## src/rtl/rx_frame_decoder.sv

```systemverilog
// rx_frame_decoder: receive-side MII-style byte stream decoder.
// Hunts for a 0x55 preamble followed by the 0xD5 SFD, then forwards
// the frame bytes with a one-cycle latency, runs the Ethernet FCS over
// them and reports length / CRC / framing status with a finish strobe.
// Optional build macro: RX_FCS_STRIP_EN. When defined, a 4-byte delay
// line holds back the trailing FCS so it is never forwarded. The FCS
// bytes are still checked and still counted in o_len.
module rx_frame_decoder #(
  parameter int pDATA_WIDTH = 8,
  parameter int pMAX_FRAME  = 1522,
  parameter int pMIN_FRAME  = 64,
  parameter int pMIN_PRE    = 1
) (
  input  logic                   i_clk,
  input  logic                   i_rst,
  input  logic                   i_dv_RX,
  input  logic                   i_er_RX,
  input  logic [pDATA_WIDTH-1:0] i_data_RX,
  output logic [pDATA_WIDTH-1:0] o_data_RX,
  output logic                   o_RX_data_valid,
  output logic                   o_RX_finish,
  output logic [10:0]            o_len,
  output logic                   o_crc_ok,
  output logic                   o_frame_err
);

  localparam logic [10:0]            MAX_LEN     = 11'(pMAX_FRAME);
  localparam logic [10:0]            MIN_LEN     = 11'(pMIN_FRAME);
  localparam logic [2:0]             PRE_MIN     = 3'(pMIN_PRE);
  localparam logic [31:0]            CRC_INIT    = 32'hFFFF_FFFF;
  localparam logic [31:0]            CRC_RESIDUE = 32'hC704_DD7B;
  localparam logic [pDATA_WIDTH-1:0] PRE_BYTE    = pDATA_WIDTH'(8'h55);
  localparam logic [pDATA_WIDTH-1:0] SFD_BYTE    = pDATA_WIDTH'(8'hD5);

  typedef enum logic [1:0] {
    ST_IDLE = 2'd0,
    ST_PRE  = 2'd1,
    ST_DATA = 2'd2,
    ST_DROP = 2'd3
  } state_t;

  // Ethernet CRC-32, MSB-first register with each byte fed LSB first.
  // Running it across data plus FCS leaves the fixed residue C704DD7B.
  function automatic logic [31:0] eth_crc32_8d(input logic [31:0]            crc,
                                               input logic [pDATA_WIDTH-1:0] d);
    logic [31:0] c;
    c = crc;
    for (int i = 0; i < pDATA_WIDTH; i++) begin
      if (c[31] ^ d[i]) c = {c[30:0], 1'b0} ^ 32'h04C1_1DB7;
      else              c = {c[30:0], 1'b0};
    end
    return c;
  endfunction

  // Length counter saturates at the top of the 11-bit field.
  function automatic logic [10:0] len_inc(input logic [10:0] v);
    return (v == 11'h7FF) ? v : v + 11'd1;
  endfunction

  // Preamble counter saturates at 7.
  function automatic logic [2:0] pre_inc(input logic [2:0] v);
    return (v == 3'd7) ? v : v + 3'd1;
  endfunction

  state_t                   state_q, state_d;
  logic [2:0]               pre_cnt_q, pre_cnt_d;
  logic [10:0]              len_q, len_d;
  logic [31:0]              crc_q, crc_d;
  logic                     err_q, err_d;
  logic [pDATA_WIDTH-1:0]   data_q, data_d;
  logic                     dvld_q, dvld_d;
  logic                     fin_q, fin_d;
  logic [10:0]              olen_q, olen_d;
  logic                     crc_ok_q, crc_ok_d;
  logic                     ferr_q, ferr_d;
  logic                     eof;

`ifdef RX_FCS_STRIP_EN
  logic [3:0][pDATA_WIDTH-1:0] dl_q;
  logic [2:0]                  fill_q, fill_d;
  logic                        dl_shift;
`endif

  // Next-state and next-output logic for the decoder FSM.
  always_comb begin
    state_d   = state_q;
    pre_cnt_d = pre_cnt_q;
    len_d     = len_q;
    crc_d     = crc_q;
    err_d     = err_q;
    data_d    = data_q;
    dvld_d    = 1'b0;
    fin_d     = 1'b0;
    olen_d    = olen_q;
    crc_ok_d  = crc_ok_q;
    ferr_d    = ferr_q;
    eof       = 1'b0;
`ifdef RX_FCS_STRIP_EN
    fill_d    = fill_q;
    dl_shift  = 1'b0;
`endif

    case (state_q)
      ST_IDLE: begin
        if (i_dv_RX && (i_data_RX == PRE_BYTE)) begin
          state_d   = ST_PRE;
          pre_cnt_d = 3'd1;
        end
      end

      ST_PRE: begin
        if (i_dv_RX && (i_data_RX == PRE_BYTE)) begin
          pre_cnt_d = pre_inc(pre_cnt_q);
        end else if (i_dv_RX && (i_data_RX == SFD_BYTE) && (pre_cnt_q >= PRE_MIN)) begin
          state_d = ST_DATA;
          crc_d   = CRC_INIT;
          len_d   = 11'd0;
          err_d   = 1'b0;
`ifdef RX_FCS_STRIP_EN
          fill_d  = 3'd0;
`endif
        end else begin
          // Anything else aborts the preamble silently.
          state_d = ST_IDLE;
        end
      end

      ST_DATA: begin
        if (!i_dv_RX) begin
          state_d = ST_IDLE;
          eof     = 1'b1;
        end else if (len_q == MAX_LEN) begin
          // One byte past the maximum: stop forwarding, flag oversize.
          state_d = ST_DROP;
          err_d   = 1'b1;
          len_d   = len_inc(len_q);
        end else begin
          crc_d = eth_crc32_8d(crc_q, i_data_RX);
          len_d = len_inc(len_q);
          if (i_er_RX) err_d = 1'b1;
`ifdef RX_FCS_STRIP_EN
          // Forward the byte sampled four bytes ago once the line is full.
          dl_shift = 1'b1;
          if (fill_q == 3'd4) begin
            data_d = dl_q[3];
            dvld_d = 1'b1;
          end else begin
            fill_d = fill_q + 3'd1;
          end
`else
          data_d = i_data_RX;
          dvld_d = 1'b1;
`endif
        end
      end

      ST_DROP: begin
        if (!i_dv_RX) begin
          state_d = ST_IDLE;
          eof     = 1'b1;
        end else begin
          len_d = len_inc(len_q);
        end
      end

      default: state_d = ST_IDLE;
    endcase

    // Frame status is captured on end-of-frame and held until the next one.
    if (eof) begin
      fin_d    = 1'b1;
      olen_d   = len_q;
      crc_ok_d = (crc_q == CRC_RESIDUE);
      ferr_d   = err_q | (len_q < MIN_LEN);
    end
  end

  // State, counters and registered outputs; reset discards any frame in flight.
  always_ff @(posedge i_clk or posedge i_rst) begin
    if (i_rst) begin
      state_q   <= ST_IDLE;
      pre_cnt_q <= 3'd0;
      len_q     <= 11'd0;
      crc_q     <= CRC_INIT;
      err_q     <= 1'b0;
      data_q    <= '0;
      dvld_q    <= 1'b0;
      fin_q     <= 1'b0;
      olen_q    <= 11'd0;
      crc_ok_q  <= 1'b0;
      ferr_q    <= 1'b0;
`ifdef RX_FCS_STRIP_EN
      fill_q    <= 3'd0;
`endif
    end else begin
      state_q   <= state_d;
      pre_cnt_q <= pre_cnt_d;
      len_q     <= len_d;
      crc_q     <= crc_d;
      err_q     <= err_d;
      data_q    <= data_d;
      dvld_q    <= dvld_d;
      fin_q     <= fin_d;
      olen_q    <= olen_d;
      crc_ok_q  <= crc_ok_d;
      ferr_q    <= ferr_d;
`ifdef RX_FCS_STRIP_EN
      fill_q    <= fill_d;
`endif
    end
  end

`ifdef RX_FCS_STRIP_EN
  // FCS hold-back delay line; contents are only used once fill reaches 4.
  always_ff @(posedge i_clk) begin
    if (dl_shift) dl_q <= {dl_q[2:0], i_data_RX};
  end
`endif

  assign o_data_RX       = data_q;
  assign o_RX_data_valid = dvld_q;
  assign o_RX_finish     = fin_q;
  assign o_len           = olen_q;
  assign o_crc_ok        = crc_ok_q;
  assign o_frame_err     = ferr_q;

endmodule

```

## config.mk

```make
export PLATFORM = sky130hd
export DESIGN_NAME = rx_frame_decoder
export DESIGN_NICKNAME = d
export VERILOG_FILES = /design/src/rtl/rx_frame_decoder.sv
export SDC_FILE = /design/constraint.sdc
export NUM_CORES = 1
export LEC_CHECK = 0
export CORE_MARGIN = 5
export CORE_UTILIZATION = 30
export DETAILED_ROUTE_END_ITERATION = 16
export PLACE_DENSITY = 0.51
export SLEW_MARGIN = 20
export SYNTH_ARGS = -nofsm -noshare
export SYNTH_HDL_FRONTEND = slang
export SYNTH_SLANG_ARGS = --single-unit
```

## constraint.sdc

```tcl
create_clock -name i_clk -period 7 [get_ports i_clk]
set_input_delay 1.4 -clock i_clk [delete_from_list [all_inputs] [get_ports i_clk]]
set_output_delay 1.4 -clock i_clk [all_outputs]
set_load 0.01 [all_outputs]
```

==> qor.yml, run 1 <==
status: "completed"
period_minus_slack_ps: 3748
core_um2: 12620
fmax_mhz: 266.8
routabilityCongestion: 0.7903
grt_usage: 0.1236
comb_power_share: 0.098
start_util: 0.3048
grt_pass1_wl_um: 14450
area_growth_pct: 21.63
finalCritPeriodShare: 0.5355
fin_nets: 409
crit_required_ps: 7210
grt_pass1_vias: 2687
postLayoutCellArea_um2: 4678
grt_max_degree: 73
seqPwrFrac: 0.420
numCtsBuffers: 9
via_per_inst: 4.763
hold_buffers: 0
power_density_nw_per_um2: 214.0
worst_pin_slew_ps: 1013
fin_skew_ps: 6.899
rows: 41
switching_power_uw: 217.2
diodes: 0
setup_violations: 0
syn_inst: 361
wl_per_cell_um: 15.30
die_w_um: 123.2
placedInstanceArea_um2: 4363
yosysTopAreaCellShare: 0.2602
portBuffers: 34
ir_drop_uv: 123.6
slew_headroom: 0.3223
die-area_um2: 15190
min_path_type: "flop to flop"
syn-cell-area_um2: 3846
clock_sinks: 72
antenna_found_initial: 0
die_y_um: 123.2
worstSetupEndpointType: "flop"
clock-root-buffer: "clkbuf_16"
ys_top_cells_by_area: "dfrtp_1 26%, dfstp_2 22%, xnor2_1 9.6%"
clockPowerShare: 0.482
fin_setup_tns_ps: 0
intPower_uw: 783.8
cp_max_fo: 44
hold_ws_ps: 473.6
drc: 0
clk_path_buf_depth: 2
clock_latency_ps: 330
synth-edff-count: 0
drt_pass1_iterations: 4
vias: 2710
num_io_pins: 35
seq_area_frac_synth: 0.4789
drt_iter0_markers: 110
overflow: 0
rsz0062_at_grt: "false"
critPathLaunchType: "input pin"
async_flop_share: 1.000
drive_gt1_frac: 0.2065
dp_hpwl_um: 6191
cts_resized: 0
syn_nets: 378
hold_viol: 0
wirelength_um: 8703
arrival_ps: 3960
detail-route-antenna-nets: 0
cts_tree: "built"
htree_levels: 3
max-cap-violations: 0
cts_setup_buffers: 0
yosysWarningCount: 0
ys.flop_type: "dfrtp_1"
clk_pin_slew_ps: 60
synth_area_leader_cell: "dfrtp_1"
drv_slew: 0
total_power_uw: 1001
yosys.cell_types.count: 47
ys_ff_latch: 72
p_leak_uw: 0.001897
criticalPathCategory: "input pin to flop"
avgSynthCellArea_um2: 10.65
final_cell_mix: "42 x xnor2_1, 42 x a21oi_1, 40 x dfrtp_1"
p_sw_frac: 0.2170
## cell usage after synthesis (2+ instances only)
cell,count
nor4_1,3
nand3_1,9
ha_1,5
a31oi_1,2
nand4_1,4
nor2_1,6
xnor2_1,42
o31ai_1,3
or4_1,3
nand2b_1,2
dfstp_2,32
nor4_2,2
inv_1,8
xnor2_2,5
xor2_1,21
dfrtp_1,40
a22o_1,2
nor3_1,34
clkbuf_1,9
buf_1,3
mux2_2,18
xor2_2,2
and2_1,2
nand2_1,18
o211ai_1,2
or4b_2,2
and3_1,3
a21oi_1,42
buf_2,5
o21ai_0,15
## logic make-up after synthesis
kind of cell               after synthesis  share of synthesized area
DFF                                     72                     0.4789
AOI/OAI and AO/OA                       71                     0.1031
buffers and inverters                   26                    0.02732
muxes                                   18                    0.05270
adders and majority gates                5                    0.01627
xor gates and xnor gates                71                     0.1789
and+or+nand+nor                         98                     0.1428
## power groups by stage
stage / Sequential (µW) / Clock (µW) / Combinational, µW
2_1_floorplan: 426 / 0 / 73.7
3_3_place_gp: 426 / 0 / 99.7
3_5_place_dp: 427 / 0 / 99.4
4_1_cts: 420 / 505 / 100
5_1_grt: 420 / 519 / 108
6_report: 420 / 483 / 98.1
## per-stage QoR
step | instances | util | worst slack, ps
after floorplan | 361 | - | 3828
after detailed placement | 553 | 0.3457 | 2884
after global placement | 553 | 0.3457 | 2955
after global routing | 569 | 0.3707 | 3073
final | 569 | 0.3707 | 3252
after CTS | 569 | 0.3707 | 3252
## metal layers
| metal | up-vias | track usage | wire length, µm |
|---|---|---|---|
| met3 | 8 | 0.03019 | 328 |
| li1 | 1335 | - | - |
| met2 | 43 | 0.1937 | 4021 |
| met4 | 0 | 0.04152 | 135 |
| met1 | 1324 | 0.1677 | 4218 |
| met5 | - | 0 | 0 |
## flip-flops by register name, indices dropped and copies added, names as in the netlist
| name | cells |
|---|---|
| o_data_RX | 8 |
| err_q | 1 |
| o_crc_ok | 1 |
| o_RX_finish | 1 |
| crc_q | 32 |
| state_q | 2 |
| pre_cnt_q | 3 |
| o_RX_data_valid | 1 |
| o_frame_err | 1 |
| o_len | 11 |
| len_q | 11 |
## critical path, cell delays in order
cell and delay [ps]:
clkdlybuf4s50_1 540, nand2_1 210, nor3_4 880, buf_4 520, mux2_2 380
## final cells by class
class | instances | area [µm²]
fillers | 1290 | 7941
repair buffers | 38 | 370.4
clock inverters | 3 | 65.06
clock buffers | 13 | 250.2
well taps | 172 | 215.2
inverters | 8 | 30.03
flip-flops and latches | 72 | 1842
multi-input cells | 263 | 1906
## final timing paths
kind | start | endpoint | slack (ps) | cells past startpoint
worst max register to register | len_q[0] | o_data_RX[6] | 4170 | 7
worst min register to register | o_crc_ok | o_crc_ok | 470 | 2
worst max-delay path | i_dv_RX | o_data_RX[6] | 3250 | 5
worst min-delay path | o_crc_ok | o_crc_ok | 470 | 2
max in group asynchronous | i_rst | o_data_RX[6] | 4740 | 3
min in group asynchronous | i_rst | o_len[9] | 1660 | 3
(Power assumes the default switching activity.)
==> run 2, diff against run 1 <==
==> constraint.sdc (replaced) <==
create_clock -name i_clk -period 3.8 [get_ports i_clk]
set_input_delay 0.76 -clock i_clk [delete_from_list [all_inputs] [get_ports i_clk]]
set_output_delay 0.76 -clock i_clk [all_outputs]
set_load 0.01 [all_outputs]
==> run 2 against run 1 <==
Effect of this change: non-clock buffer count rose by 8; clock skew rose by 1.3 ps; combinational power rose by 92%; power rose by 77%; largest cell class unchanged; critical path type unchanged.
==> qor.yml, run 2 (synthesized netlist as in run 1, its figures left out) <==
status: "completed"  # unchanged
critPathLaunchType: "input pin"  # unchanged
regMostFlops: "crc_q"  # unchanged
cp_max_fo: 6  # was 44
max-cap-violations: 0  # unchanged
final_cell_mix: "42 x xnor2_1, 42 x a21oi_1, 40 x dfrtp_1"  # unchanged
start_util: 0.3048  # unchanged
drv_slew: 0  # unchanged
via_per_inst: 4.830  # was 4.763
worstSetupEndpointType: "flop"  # unchanged
r2r_end: "len_q[3]"  # was o_data_RX[6]
drc: 0  # unchanged
power_density_nw_per_um2: 376.0  # was 214.0 nW/µm²
overflow: 0  # unchanged
hold_path_depth: 2  # unchanged
whs_endpoint: "o_crc_ok"  # unchanged
largest_reg_flops: 32  # unchanged
die-area_um2: 15190  # unchanged
drive_gt1_frac: 0.2296  # was 0.2065
clock_sinks: 72  # unchanged
total_power_uw: 1773  # was 1001 µW
clk_pin_slew_ps: 60  # about the same
core_um2: 12620  # unchanged
period_minus_slack_ps: 2789
reg2regPathDepth: 7  # unchanged
min_path_type: "flop to flop"  # unchanged
clock_latency_ps: 330  # about the same
postLayoutCellArea_um2: 4717  # was 4678 µm²
hold_buffers: 0  # unchanged
arrival_ps: 3050  # was 3960 ps
antenna_found_initial: 0  # unchanged
criticalPathCategory: "input pin to flop"  # unchanged
cts_resized: 0  # unchanged
num_io_pins: 35  # unchanged
drt_iter0_markers: 118  # was 110
numCtsBuffers: 9  # unchanged
dp_hpwl_um: 6394  # was 6191 µm
grt_pass1_wl_um: 15040  # was 14450 µm
fin_ws_ps: 1011  # was 3252 ps
hold_path_startpoint: "o_crc_ok"  # unchanged
clock-root-buffer: "clkbuf_16"  # unchanged
detail-route-antenna-nets: 0  # unchanged
finalCritPeriodShare: 0.7339
wirelength_um: 9021  # was 8703 µm
placedInstanceArea_um2: 4423  # was 4363 µm²
fin_nets: 417  # was 409
vias: 2787  # was 2710
portBuffers: 34  # unchanged
worst_pin_slew_ps: 839.6  # was 1013 ps
crit_start: "i_data_RX[5]"  # was i_dv_RX
grt_max_degree: 35  # was 73
diodes: 0  # unchanged
rsz0062_at_grt: "false"  # unchanged
setup_violations: 0  # unchanged
grt_pass1_vias: 2801  # was 2687
cts_tree: "built"  # unchanged
fin_skew_ps: 8.153  # was 6.899 ps
drt_pass1_iterations: 4  # unchanged
fin_setup_tns_ps: 0  # unchanged
p_leak_uw: 0.001920  # was 0.001897 µW
area_growth_pct: 22.64  # was 21.63%
htree_levels: 3  # unchanged
die_w_um: 123.2  # unchanged
reg2reg_setup_slack_ps: 1400  # was 4170 ps
hold_viol: 0  # unchanged
cts_setup_buffers: 0  # unchanged
wl_per_cell_um: 15.63  # was 15.30 µm
hold_ws_ps: 499.5  # was 473.6 ps
crit_required_ps: 4060  # was 7210 ps
clk_path_buf_depth: 2  # unchanged
rows: 41  # unchanged
fmax_mhz: 358.6
die_y_um: 123.2  # unchanged
routabilityCongestion: 0.8208  # was 0.7903
grt_usage: 0.1285  # was 0.1236
pre_cts_ws_ps: 679.1  # was 2884 ps
ir_drop_uv: 208.9  # was 123.6 µV
slew_headroom: 0.4363  # was 0.3223
reg2reg_from: "pre_cnt_q[0]"  # was len_q[0]
[run 2: cell types whose count changed in the layout (fill, tap and decap cells not counted), sizes merged]
cell	previous run	this run
buf	4	12
bufinv	2	0
clkbuf	13	12
clkinvlp	0	3
[run 2: power breakdown]
part,leakage (µW),switching (µW),internal (µW)
registers,0.000868,2.35,771
logic,0.000915,103,85.0
clock network,0.000137,319,494
[run 2: worst max-delay path, stage by stage]
cell	delay, ps
clkdlybuf4s50_1	470
xnor2_1	710
xnor2_1	440
xnor3_1	360
xor2_1	160
a21oi_1	150
[run 2: how the worst max path moves through the flow]
| stage | depth (start not counted) | slack (ps) | to |
|---|---|---|---|
| after floorplan | 1 | 1270 | err_q |
| after global placement | 7 | 750 | len_q[3] |
| after detailed placement | 6 | 680 | crc_q[7] |
| after CTS | 6 | 1020 | crc_q[7] |
| after global routing | 6 | 860 | crc_q[7] |
| final | 6 | 1010 | crc_q[7] |
[run 2: layer usage]
layer  share of wire  up-vias  wire length, µm  global-route usage
li1                -     1346                -                   -
met1            0.49     1382             4446              0.1792
met2            0.45       48             4037              0.1933
met3           0.041       11              370             0.03019
met4           0.018        0              166             0.04913
met5               0        -                0                   0
[run 2: per-stage QoR]
step                      instances  utilization
after global routing            577       0.3738
after detailed placement        561       0.3505
after global placement          561       0.3505
after CTS                       577       0.3738
final                           577       0.3738
after floorplan                 361            -
[run 2: layout make-up]
cell class | count | area [µm²]
well taps | 172 | 215.2
repair buffers | 46 | 430.4
fillers | 1311 | 7903
inverters | 8 | 30.03
clock inverters | 4 | 27.53
clock buffers | 12 | 266.5
flip-flops and latches | 72 | 1842
multi-input cells | 263 | 1906
==> run 3, diff against run 2 <==
==> constraint.sdc (replaced) <==
create_clock -name i_clk -period 2.89 [get_ports i_clk]
set_input_delay 0.578 -clock i_clk [delete_from_list [all_inputs] [get_ports i_clk]]
set_output_delay 0.578 -clock i_clk [all_outputs]
set_load 0.01 [all_outputs]
==> run 3 against run 2 <==
Effect of this change: utilization increased by 1.2 points; critical path depth is 1 lower; count of clock-buffer cells in the layout unchanged; combinational power rose by 39%; largest power group unchanged; highest routed layer unchanged.
==> qor.yml, run 3 (synthesized netlist as in run 1, its figures left out) <==
fin_setup_tns_ps: 0  # unchanged
slew_headroom: 0.4328  # was 0.4363
cts_resized: 0  # unchanged
critPathTopFamily: "simple AND/OR/NAND/NOR gates"  # was XOR/XNOR gates
p_leak_uw: 0.001988  # was 0.001920 µW
hold_buffers: 0  # unchanged
drv_slew: 0  # unchanged
wl_per_cell_um: 15.55  # was 15.63 µm
via_per_inst: 4.857  # was 4.830
rows: 41  # unchanged
hold_viol: 0  # unchanged
status: "completed"  # unchanged
grt_pass1_vias: 2894  # was 2801
largest_reg_flops: 32  # unchanged
detail-route-antenna-nets: 0  # unchanged
core_um2: 12620  # unchanged
max_stage_delay_ps: 600  # was 710 ps
clock_sinks: 72  # unchanged
drt_iter0_markers: 121  # was 118
dp_hpwl_um: 6579  # was 6394 µm
worstSetupEndpointType: "flop"  # unchanged
min_path_type: "flop to flop"  # unchanged
wirelength_um: 9126  # was 9021 µm
vias: 2851  # was 2787
grt_max_degree: 47  # was 35
place_inst: 571  # was 561
nFillCells: 1262  # was 1311
antenna_found_initial: 0  # unchanged
numCtsBuffers: 9  # unchanged
period_minus_slack_ps: 2467
start_util: 0.3048  # unchanged
fmax_mhz: 405.4
clk_pin_slew_ps: 60  # about the same
crit_required_ps: 3140  # was 4060 ps
cp_max_fo: 7  # was 6
die-area_um2: 15190  # unchanged
criticalPathCategory: "input pin to flop"  # unchanged
grt_pass1_wl_um: 15410  # was 15040 µm
drive_gt1_frac: 0.2458  # was 0.2296
critPathSlowestCell: "or4_1"  # was xnor2_1
cts_setup_buffers: 0  # unchanged
fin_nets: 427  # was 417
multiInputGateArea_um2: 1906  # unchanged
arrival_ps: 2720  # was 3050 ps
path_buf_inv: 1  # unchanged
diodes: 0  # unchanged
worst_pin_slew_ps: 844.7  # was 839.6 ps
path_common_cell: "or4_1"  # was xnor2_1
clock-root-buffer: "clkbuf_16"  # unchanged
routabilityCongestion: 0.8570  # was 0.8208
area_growth_pct: 26.61  # was 22.64%
die_y_um: 123.2  # unchanged
grt_usage: 0.1312  # was 0.1285
drt_pass1_iterations: 4  # unchanged
htree_levels: 3  # unchanged
clock_latency_ps: 340  # was 330 ps
portBuffers: 34  # unchanged
critPathLaunchType: "input pin"  # unchanged
hold_ws_ps: 480.5  # was 499.5 ps
ir_drop_uv: 255.3  # was 208.9 µV
rsz0062_at_grt: "false"  # unchanged
regMostFlops: "crc_q"  # unchanged
die_w_um: 123.2  # unchanged
num_io_pins: 35  # unchanged
setup_violations: 0  # unchanged
drc: 0  # unchanged
power_density_nw_per_um2: 498.1  # was 376.0 nW/µm²
path_cells: "clkdlybuf4s50_1 -> or4b_4 -> or4_1 -> or4_1 -> o21ai_0"  # was clkdlybuf4s50_1 -> xnor2_1 -> xnor2_1 -> xnor3_1 -> xor2_1 -> a21oi_1
stdcell_count: 587  # was 577
finalCritPeriodShare: 0.8536
cts_tree: "built"  # unchanged
overflow: 0  # unchanged
seq_area_um2: 1842  # unchanged
fin_skew_ps: 8.595  # was 8.153 ps
clk_path_buf_depth: 2  # unchanged
max-cap-violations: 0  # unchanged
final_cell_mix: "42 x xnor2_1, 42 x a21oi_1, 40 x dfrtp_1"  # unchanged
-- run 3: final cells by class --
type	instances	area share
sequential	72	0.3782
inverter	8	0.006166
clock inverter	4	0.01079
tap	172	0.04419
timing repair buffer	56	0.1166
clock buffer	12	0.05267
multi-input combinational	263	0.3913
-- run 3: routing by layer --
layer	share of wire	GRT usage
met5	0	0
met2	0.44	0.1950
met3	0.046	0.02973
met4	0.015	0.04291
met1	0.50	0.1888
-- run 3: path summary, 6_finish.rpt --
| kind | startpoint | to | slack [ps] | depth (start not counted) |
|---|---|---|---|---|
| max | i_data_RX[2] | pre_cnt_q[1] | 420 | 5 |
| min | o_crc_ok | o_crc_ok | 480 | 2 |
| max reg2reg | pre_cnt_q[0] | len_q[3] | 430 | 7 |
| min reg2reg | o_crc_ok | o_crc_ok | 480 | 2 |
| max in group asynchronous | i_rst | crc_q[19] | 1530 | 3 |
| min in group asynchronous | i_rst | o_len[9] | 630 | 2 |
-- run 3: metrics by stage --
stage | total power, µW | instance area (µm²) | setup WS, ps | utilization
2_1_floorplan | 1211 | 3846 | 540.0 | -
3_3_place_gp | 1300 | 4561 | 88.78 | 0.3614
3_5_place_dp | 1298 | 4561 | 81.22 | 0.3614
4_1_cts | 2464 | 4870 | 426.0 | 0.3859
5_1_grt | 2526 | 4870 | 247.0 | 0.3859
6_report | 2425 | 4870 | 423.1 | 0.3859
-- run 3: report_power, final --
part | leakage [µW] | switching, µW | internal (µW)
Clock | 0.000141 | 431 | 716
Sequential | 0.000868 | 3.12 | 1010
Combinational | 0.000978 | 137 | 125
Total | 0.00199 | 572 | 1850
-- run 3: worst min-delay path, delay by kind of cell, from the launching register on --
kind / cells / cell delay (ps)
flops: 1 / 340
simple gates: 1 / 50
compound gates: 1 / 50
